===== config.mk =====
export PLATFORM = sky130hd
export DESIGN_NAME = cache_ctrl
export DESIGN_NICKNAME = d
export VERILOG_FILES = /design/src/rtl/cache_ctrl.sv
export SDC_FILE = /design/constraint.sdc
export NUM_CORES = 1
export LEC_CHECK = 0
export CAP_MARGIN = 10
export CORE_AREA = 10 10 252 254
export DETAILED_ROUTE_END_ITERATION = 6
export DIE_AREA = 0 0 262 264
export PLACE_DENSITY = 0.8
export SYNTH_ARGS = -nofsm -noshare
export SYNTH_HDL_FRONTEND = slang
export SYNTH_SLANG_ARGS = --single-unit

===== constraint.sdc =====
create_clock -name clk -period 6.3 [get_ports clk]
set_input_delay 1.26 -clock clk [delete_from_list [all_inputs] [get_ports clk]]
set_output_delay 1.26 -clock clk [all_outputs]
set_load 0.05 [all_outputs]

===== src/rtl/cache_ctrl.sv =====
`default_nettype none
// ============================================================================
// Module      : cache_ctrl
// Description : Direct-mapped, write-through, no-write-allocate cache
//               controller placed in front of the RAM block. Read hits are
//               served from an internal one-word-per-line array. Read misses
//               refill the line from RAM. Every write is forwarded to RAM,
//               and a write also updates the line when it hits. Saturating
//               hit and miss counters are kept for performance monitoring.
//
// Ports       : clk, gen_reset_n           clock, async active-low reset
//               cpu_req/we/addr/wdata      CPU single-word request
//               cpu_flush                  invalidate all lines (IDLE only)
//               cpu_ready/done/rdata/hit   CPU handshake and response
//               mem_write_enable/read_enable/adress/data_in/data_out
//                                          RAM port set
//               hit_count, miss_count      saturating 16-bit statistics
//
// Revision    : 1.0 - initial release
// ============================================================================
module cache_ctrl #(
  parameter int bitsDirect  = 10,
  parameter int sizeBitLine = 32,
  parameter int INDEX_BITS  = 4
) (
  input  logic                   clk,
  input  logic                   gen_reset_n,
  input  logic                   cpu_req,
  input  logic                   cpu_we,
  input  logic [bitsDirect-1:0]  cpu_addr,
  input  logic [sizeBitLine-1:0] cpu_wdata,
  input  logic                   cpu_flush,
  output logic                   cpu_ready,
  output logic                   cpu_done,
  output logic [sizeBitLine-1:0] cpu_rdata,
  output logic                   cpu_hit,
  output logic                   mem_write_enable,
  output logic                   mem_read_enable,
  output logic [bitsDirect-1:0]  mem_adress,
  output logic [sizeBitLine-1:0] mem_data_in,
  input  logic [sizeBitLine-1:0] mem_data_out,
  output logic [15:0]            hit_count,
  output logic [15:0]            miss_count
);

  localparam int C_LINES    = 1 << INDEX_BITS;
  localparam int C_TAG_BITS = bitsDirect - INDEX_BITS;

  typedef enum logic [2:0] {
    IDLE     = 3'd0,
    LOOKUP   = 3'd1,
    MEM_RD   = 3'd2,
    MEM_WAIT = 3'd3,
    MEM_WR   = 3'd4,
    RESP     = 3'd5
  } state_t;

  state_t                  r_state;
  logic [bitsDirect-1:0]   r_addr;
  logic                    r_we;
  logic [sizeBitLine-1:0]  r_wdata;
  logic [C_LINES-1:0]      r_valid;

  // Tag and data arrays hold no meaning until the matching valid bit is set,
  // so they are left without reset.
  logic [C_TAG_BITS-1:0]   r_tag_arr  [C_LINES];
  logic [sizeBitLine-1:0]  r_data_arr [C_LINES];

  logic [INDEX_BITS-1:0]   w_index;
  logic [C_TAG_BITS-1:0]   w_tag;
  logic                    w_hit;

  // Lookup always works from the registered request, so nothing on the CPU
  // inputs reaches an output combinationally.
  assign w_index = r_addr[INDEX_BITS-1:0];
  assign w_tag   = r_addr[bitsDirect-1:INDEX_BITS];
  assign w_hit   = r_valid[w_index] && (r_tag_arr[w_index] == w_tag);

  // --------------------------------------------------------------------------
  // Controller FSM with registered outputs
  // --------------------------------------------------------------------------
  always_ff @(posedge clk or negedge gen_reset_n) begin
    if (!gen_reset_n) begin
      r_state          <= IDLE;
      r_addr           <= '0;
      r_we             <= 1'b0;
      r_wdata          <= '0;
      r_valid          <= '0;
      cpu_ready        <= 1'b1;
      cpu_done         <= 1'b0;
      cpu_rdata        <= '0;
      cpu_hit          <= 1'b0;
      mem_write_enable <= 1'b0;
      mem_read_enable  <= 1'b0;
      mem_adress       <= '0;
      mem_data_in      <= '0;
      hit_count        <= '0;
      miss_count       <= '0;
    end else begin
      case (r_state)
        IDLE: begin
          // Flush wins over a simultaneous request; the request is dropped.
          if (cpu_flush) begin
            r_valid <= '0;
          end else if (cpu_req) begin
            r_addr    <= cpu_addr;
            r_we      <= cpu_we;
            r_wdata   <= cpu_wdata;
            cpu_ready <= 1'b0;
            r_state   <= LOOKUP;
          end
        end

        LOOKUP: begin
          cpu_hit <= w_hit;
          if (w_hit) begin
            if (hit_count != 16'hFFFF) hit_count <= hit_count + 16'd1;
          end else begin
            if (miss_count != 16'hFFFF) miss_count <= miss_count + 16'd1;
          end

          if (r_we) begin
            // Write-through: every write goes to RAM.
            mem_write_enable <= 1'b1;
            mem_adress       <= r_addr;
            mem_data_in      <= r_wdata;
            r_state          <= MEM_WR;
          end else if (w_hit) begin
            cpu_rdata <= r_data_arr[w_index];
            cpu_done  <= 1'b1;
            r_state   <= RESP;
          end else begin
            mem_read_enable <= 1'b1;
            mem_adress      <= r_addr;
            r_state         <= MEM_RD;
          end
        end

        MEM_RD: begin
          mem_read_enable <= 1'b0;
          r_state         <= MEM_WAIT;
        end

        MEM_WAIT: begin
          // RAM returns the word one edge after the read strobe.
          cpu_rdata        <= mem_data_out;
          r_valid[w_index] <= 1'b1;
          cpu_done         <= 1'b1;
          r_state          <= RESP;
        end

        MEM_WR: begin
          mem_write_enable <= 1'b0;
          cpu_done         <= 1'b1;
          r_state          <= RESP;
        end

        RESP: begin
          cpu_done  <= 1'b0;
          cpu_ready <= 1'b1;
          r_state   <= IDLE;
        end

        default: begin
          cpu_done         <= 1'b0;
          cpu_ready        <= 1'b1;
          mem_write_enable <= 1'b0;
          mem_read_enable  <= 1'b0;
          r_state          <= IDLE;
        end
      endcase
    end
  end

  // --------------------------------------------------------------------------
  // Line storage: refilled on a read miss, updated in place on a write hit.
  // A write miss leaves the array untouched (no allocate).
  // --------------------------------------------------------------------------
  always_ff @(posedge clk) begin
    if (r_state == MEM_WAIT) begin
      r_tag_arr[w_index]  <= w_tag;
      r_data_arr[w_index] <= mem_data_out;
    end else if ((r_state == LOOKUP) && r_we && w_hit) begin
      r_data_arr[w_index] <= r_wdata;
    end
  end

endmodule
`default_nettype wire


==> flow_summary_export.csv <==
group,metric,value,unit
detailed_routing,num_vias,16114,
yosys,synth-edff-count,608,
detailed_routing,wl,73500,um
critical_path,worst-path-buf-inv,3,
clock_network,ctsResizeCount,0,
yosys,synth_cells,1518,
critical_path,rr_startpoint,"r_addr[3]",
clock_network,cts_setup_buffers,0,
critical_path,path_depth,11,
timing,finClkSkew,30.5,ps
global_route,antenna_found_initial,0,
power,power_switching,5.46,mW
critical_path,slowest_delay,780,ps
detailed_routing,route.detailed.drc,0,
detailed_routing,via_per_inst,6.25,
yosys,ys_ff_latch,781,
critical_path,crit_required,6550,ps
yosys,ys_dominant_reg_cell,"edfxtp_1",
critical_path,cp-startpoint,"r_addr[3]",
timing,finalSetupTns,0,ps
detailed_routing,drt_first_pass_iters,5,
power,swShare,32.7,%
power,pwr-share-comb,30.1,%
clock_network,clk_pin_slew,60,ps
run,maxCapViolCount,0,
die,die_h,264,um
cells_and_area,fin_area,36200,um2
yosys,synthArstFlopShare,22.2,%
global_route,grt-ovfl-total,0,
critical_path,critPathMaxFanout,32,
clock_network,clk_root_buffer_cell,"clkbuf_16",
die,core-area,58500,um2
die,die_area,69200,um2
placement,place_congestion,0.794,
global_route,grt_max_degree,112,
critical_path,crit_end,"r_data_arr[13][30]",
hold_path,hold_class,"flop to flop",
cells_and_area,area_growth,17.8,%
die,io_pins,190,
run_status,status,"complete, no violations",
cells_and_area,drive_gt1_share,27.2,%
critical_path,reg2reg_setup_slack,1450,ps
global_route,grt_pass1_vias,17216,
power,p_int,11.2,mW
timing,hold_violations,0,
critical_path,cp_top_family,"compound AO/OA/AOI/OAI gates",
yosys,yosysTopAreaCellShare,59.4,%
timing,fin_crit_sh,77.1,%
clock_network,cts_sinks,781,
timing,min_period,4850,ps
power,power_frac_clock,28.1,%
yosys,synth_area_per_cell,20.3,um2
cells_and_area,multi_input_area,7860,um2
power,power_density,461,nW/um2
detailed_routing,drt_iter0_markers,1613,
global_route,grt_pass1_wl,112000,um
clock_network,cts_buffer_depth,3,
clock_network,htree_levels,3,
power,p_seq_share,41.8,%
die,start_util,52.6,%
critical_path,worstSetupEndpointType,"flop",
clock_network,clock_latency,640,ps
yosys,synth_cell_types,53,
critical_path,r2r_end,"r_data_arr[13][30]",
clock_network,numCtsBuffers,79,
critical_path,setup.worst_path.class,"flop to flop",
detailed_routing,wl_per_cell,28.5,um
timing,drv_slew,0,
power,p_leak,12.2,nW
placement,placed_area,33600,um2
critical_path,crit_chain,"buf_4, nor2b_1, a22o_1, o31a_1, o21ai_1, o2111ai_2, nor4_4, buf_4, o21ai_0, nor2_4, buf_4",
cells_and_area,register_area,22600,um2
clock_network,hold_buffers,0,
yosys,ys_warn_count,0,
placement,place_hpwl,41500,um
yosys,synth.most_common_cell,"edfxtp_1",
power,vdd.ir_drop.worst,0.423,mV
timing,slew_headroom,14.7,%
die,rows,89,
die,die_x,262,um
yosys,netlist_top_cells_area,"edfxtp_1 (59%), dfrtp_1 (14%), mux4_2 (13%)",
cells_and_area,n_antenna_cell,0,
yosys,yosysTopAreaCell,"edfxtp_1",
critical_path,slowest_stage,"dfrtp_2",
timing,tightestPinTransition,1270,ps
critical_path,ff2ff_path_depth,11,
timing,rsz0062_at_grt,"no",
cells_and_area,fill_cells,3853,
detailed_routing,antenna_left,0,
yosys,syn-cell-area,30700,um2
cells_and_area,finalNetCount,1819,
yosys,yosysSeqAreaShare,73.5,%
yosys,synth_nets,1599,
critical_path,arrival,5100,ps
timing,max_freq,206,MHz
critical_path,start_kind,"flop",
placement,io_buffers,189,
yosys,synth_common_cells,"edfxtp_1 (608), mux4_2 (176), dfrtp_1 (172)",
global_route,grt_usage,21.5,%
clock_network,cts_tree,"yes",
timing,setup_viol,0,
critical_path,crit_top_cell,"buf_4",
cells_and_area,utilization,61.9,%
kinds of logic after synthesis:
| kind of cell | share of synthesized area, % |
|---|---|
| AO/OA/AOI/OAI | 2.27 |
| XOR/XNOR | 1.11 |
| adder cells (fa/ha/maj) | 0.0814 |
| buffers and inverters | 1.39 |
| flip-flops | 73.5 |
| multiplexers | 18.2 |
| AND/OR/NAND/NOR | 3.45 |
worst min-delay path by stage:
stage / startpoint / end / slack [ps] / cells after the start
final: mem_adress[1] / mem_adress[1] / 480 / 1
after global routing: mem_adress[1] / mem_adress[1] / 500 / 1
after CTS: mem_adress[1] / mem_adress[1] / 490 / 1
after detailed placement: mem_adress[1] / mem_adress[1] / 480 / 1
after global placement: cpu_hit / cpu_hit / 470 / 2
after floorplan: r_valid[3] / r_valid[3] / 460 / 1
cells in the final DEF, fill, tap and decap left out, drive strengths merged, types with 3 or more instances in the layout:
master           n
nor4            12
nand4            9
buf             36
nor2            38
inv             14
nand3           15
a21oi            5
and2             4
clkbuf          97
nand2b           6
xnor2           24
xor2            15
clkdlybuf4s50  188
o21a            16
clkinv          31
and3             7
mux4           176
clkinvlp         5
a221o           32
o22ai            3
nor3b           32
mux2           127
nor3            16
dfrtp          172
bufinv           7
o21ai           10
edfxtp         608
nor2b            9
mux2i           21
nand2           37
a22oi            4
power groups by stage:
stage	clock network (mW)	logic [mW]	registers [mW]
6_report	4.69	5.02	6.98
5_1_grt	4.94	5.29	7.07
4_1_cts	4.74	5.06	6.98
3_5_place_dp	0	4.98	7.07
3_3_place_gp	0	4.89	7.05
2_1_floorplan	0	2.96	7.52
layout make-up:
type,instances,area share (%)
Sequential cell,781,62.4
Clock buffer,96,5.77
Multi-Input combinational cell,645,21.7
Timing Repair Buffer,225,6.01
Tap cell,773,2.67
Inverter,6,0.0622
Clock inverter,51,1.39
metrics by stage:
step	hold WS (ps)	total power [mW]	setup slack, ps	std cells
after floorplan	459	10.5	391	1518
after global placement	468	11.9	1620	2429
after detailed placement	476	12.1	1510	2429
after CTS	488	16.8	1420	2576
after global routing	500	17.3	1180	2577
final	485	16.7	1450	2577
flip-flops by register name (all words and copies together) (netlist names), 16 cells and up:
signal / flops
r_tag_arr: 96
r_wdata: 32
mem_data_in: 32
r_valid: 16
r_data_arr: 512
cpu_rdata: 32
miss_count: 16
hit_count: 16
routing by layer:
layer	vias to the layer above	part of all wire (%)	GRT usage, %	wire (um)
li1	6613	-	-	-
met1	8513	38	27.9	27900
met2	844	50	35.5	37100
met3	144	8.3	4.61	6100
met4	0	3.2	7.67	2390
met5	-	0	0	0
Power figures use the tool's default switching activity.
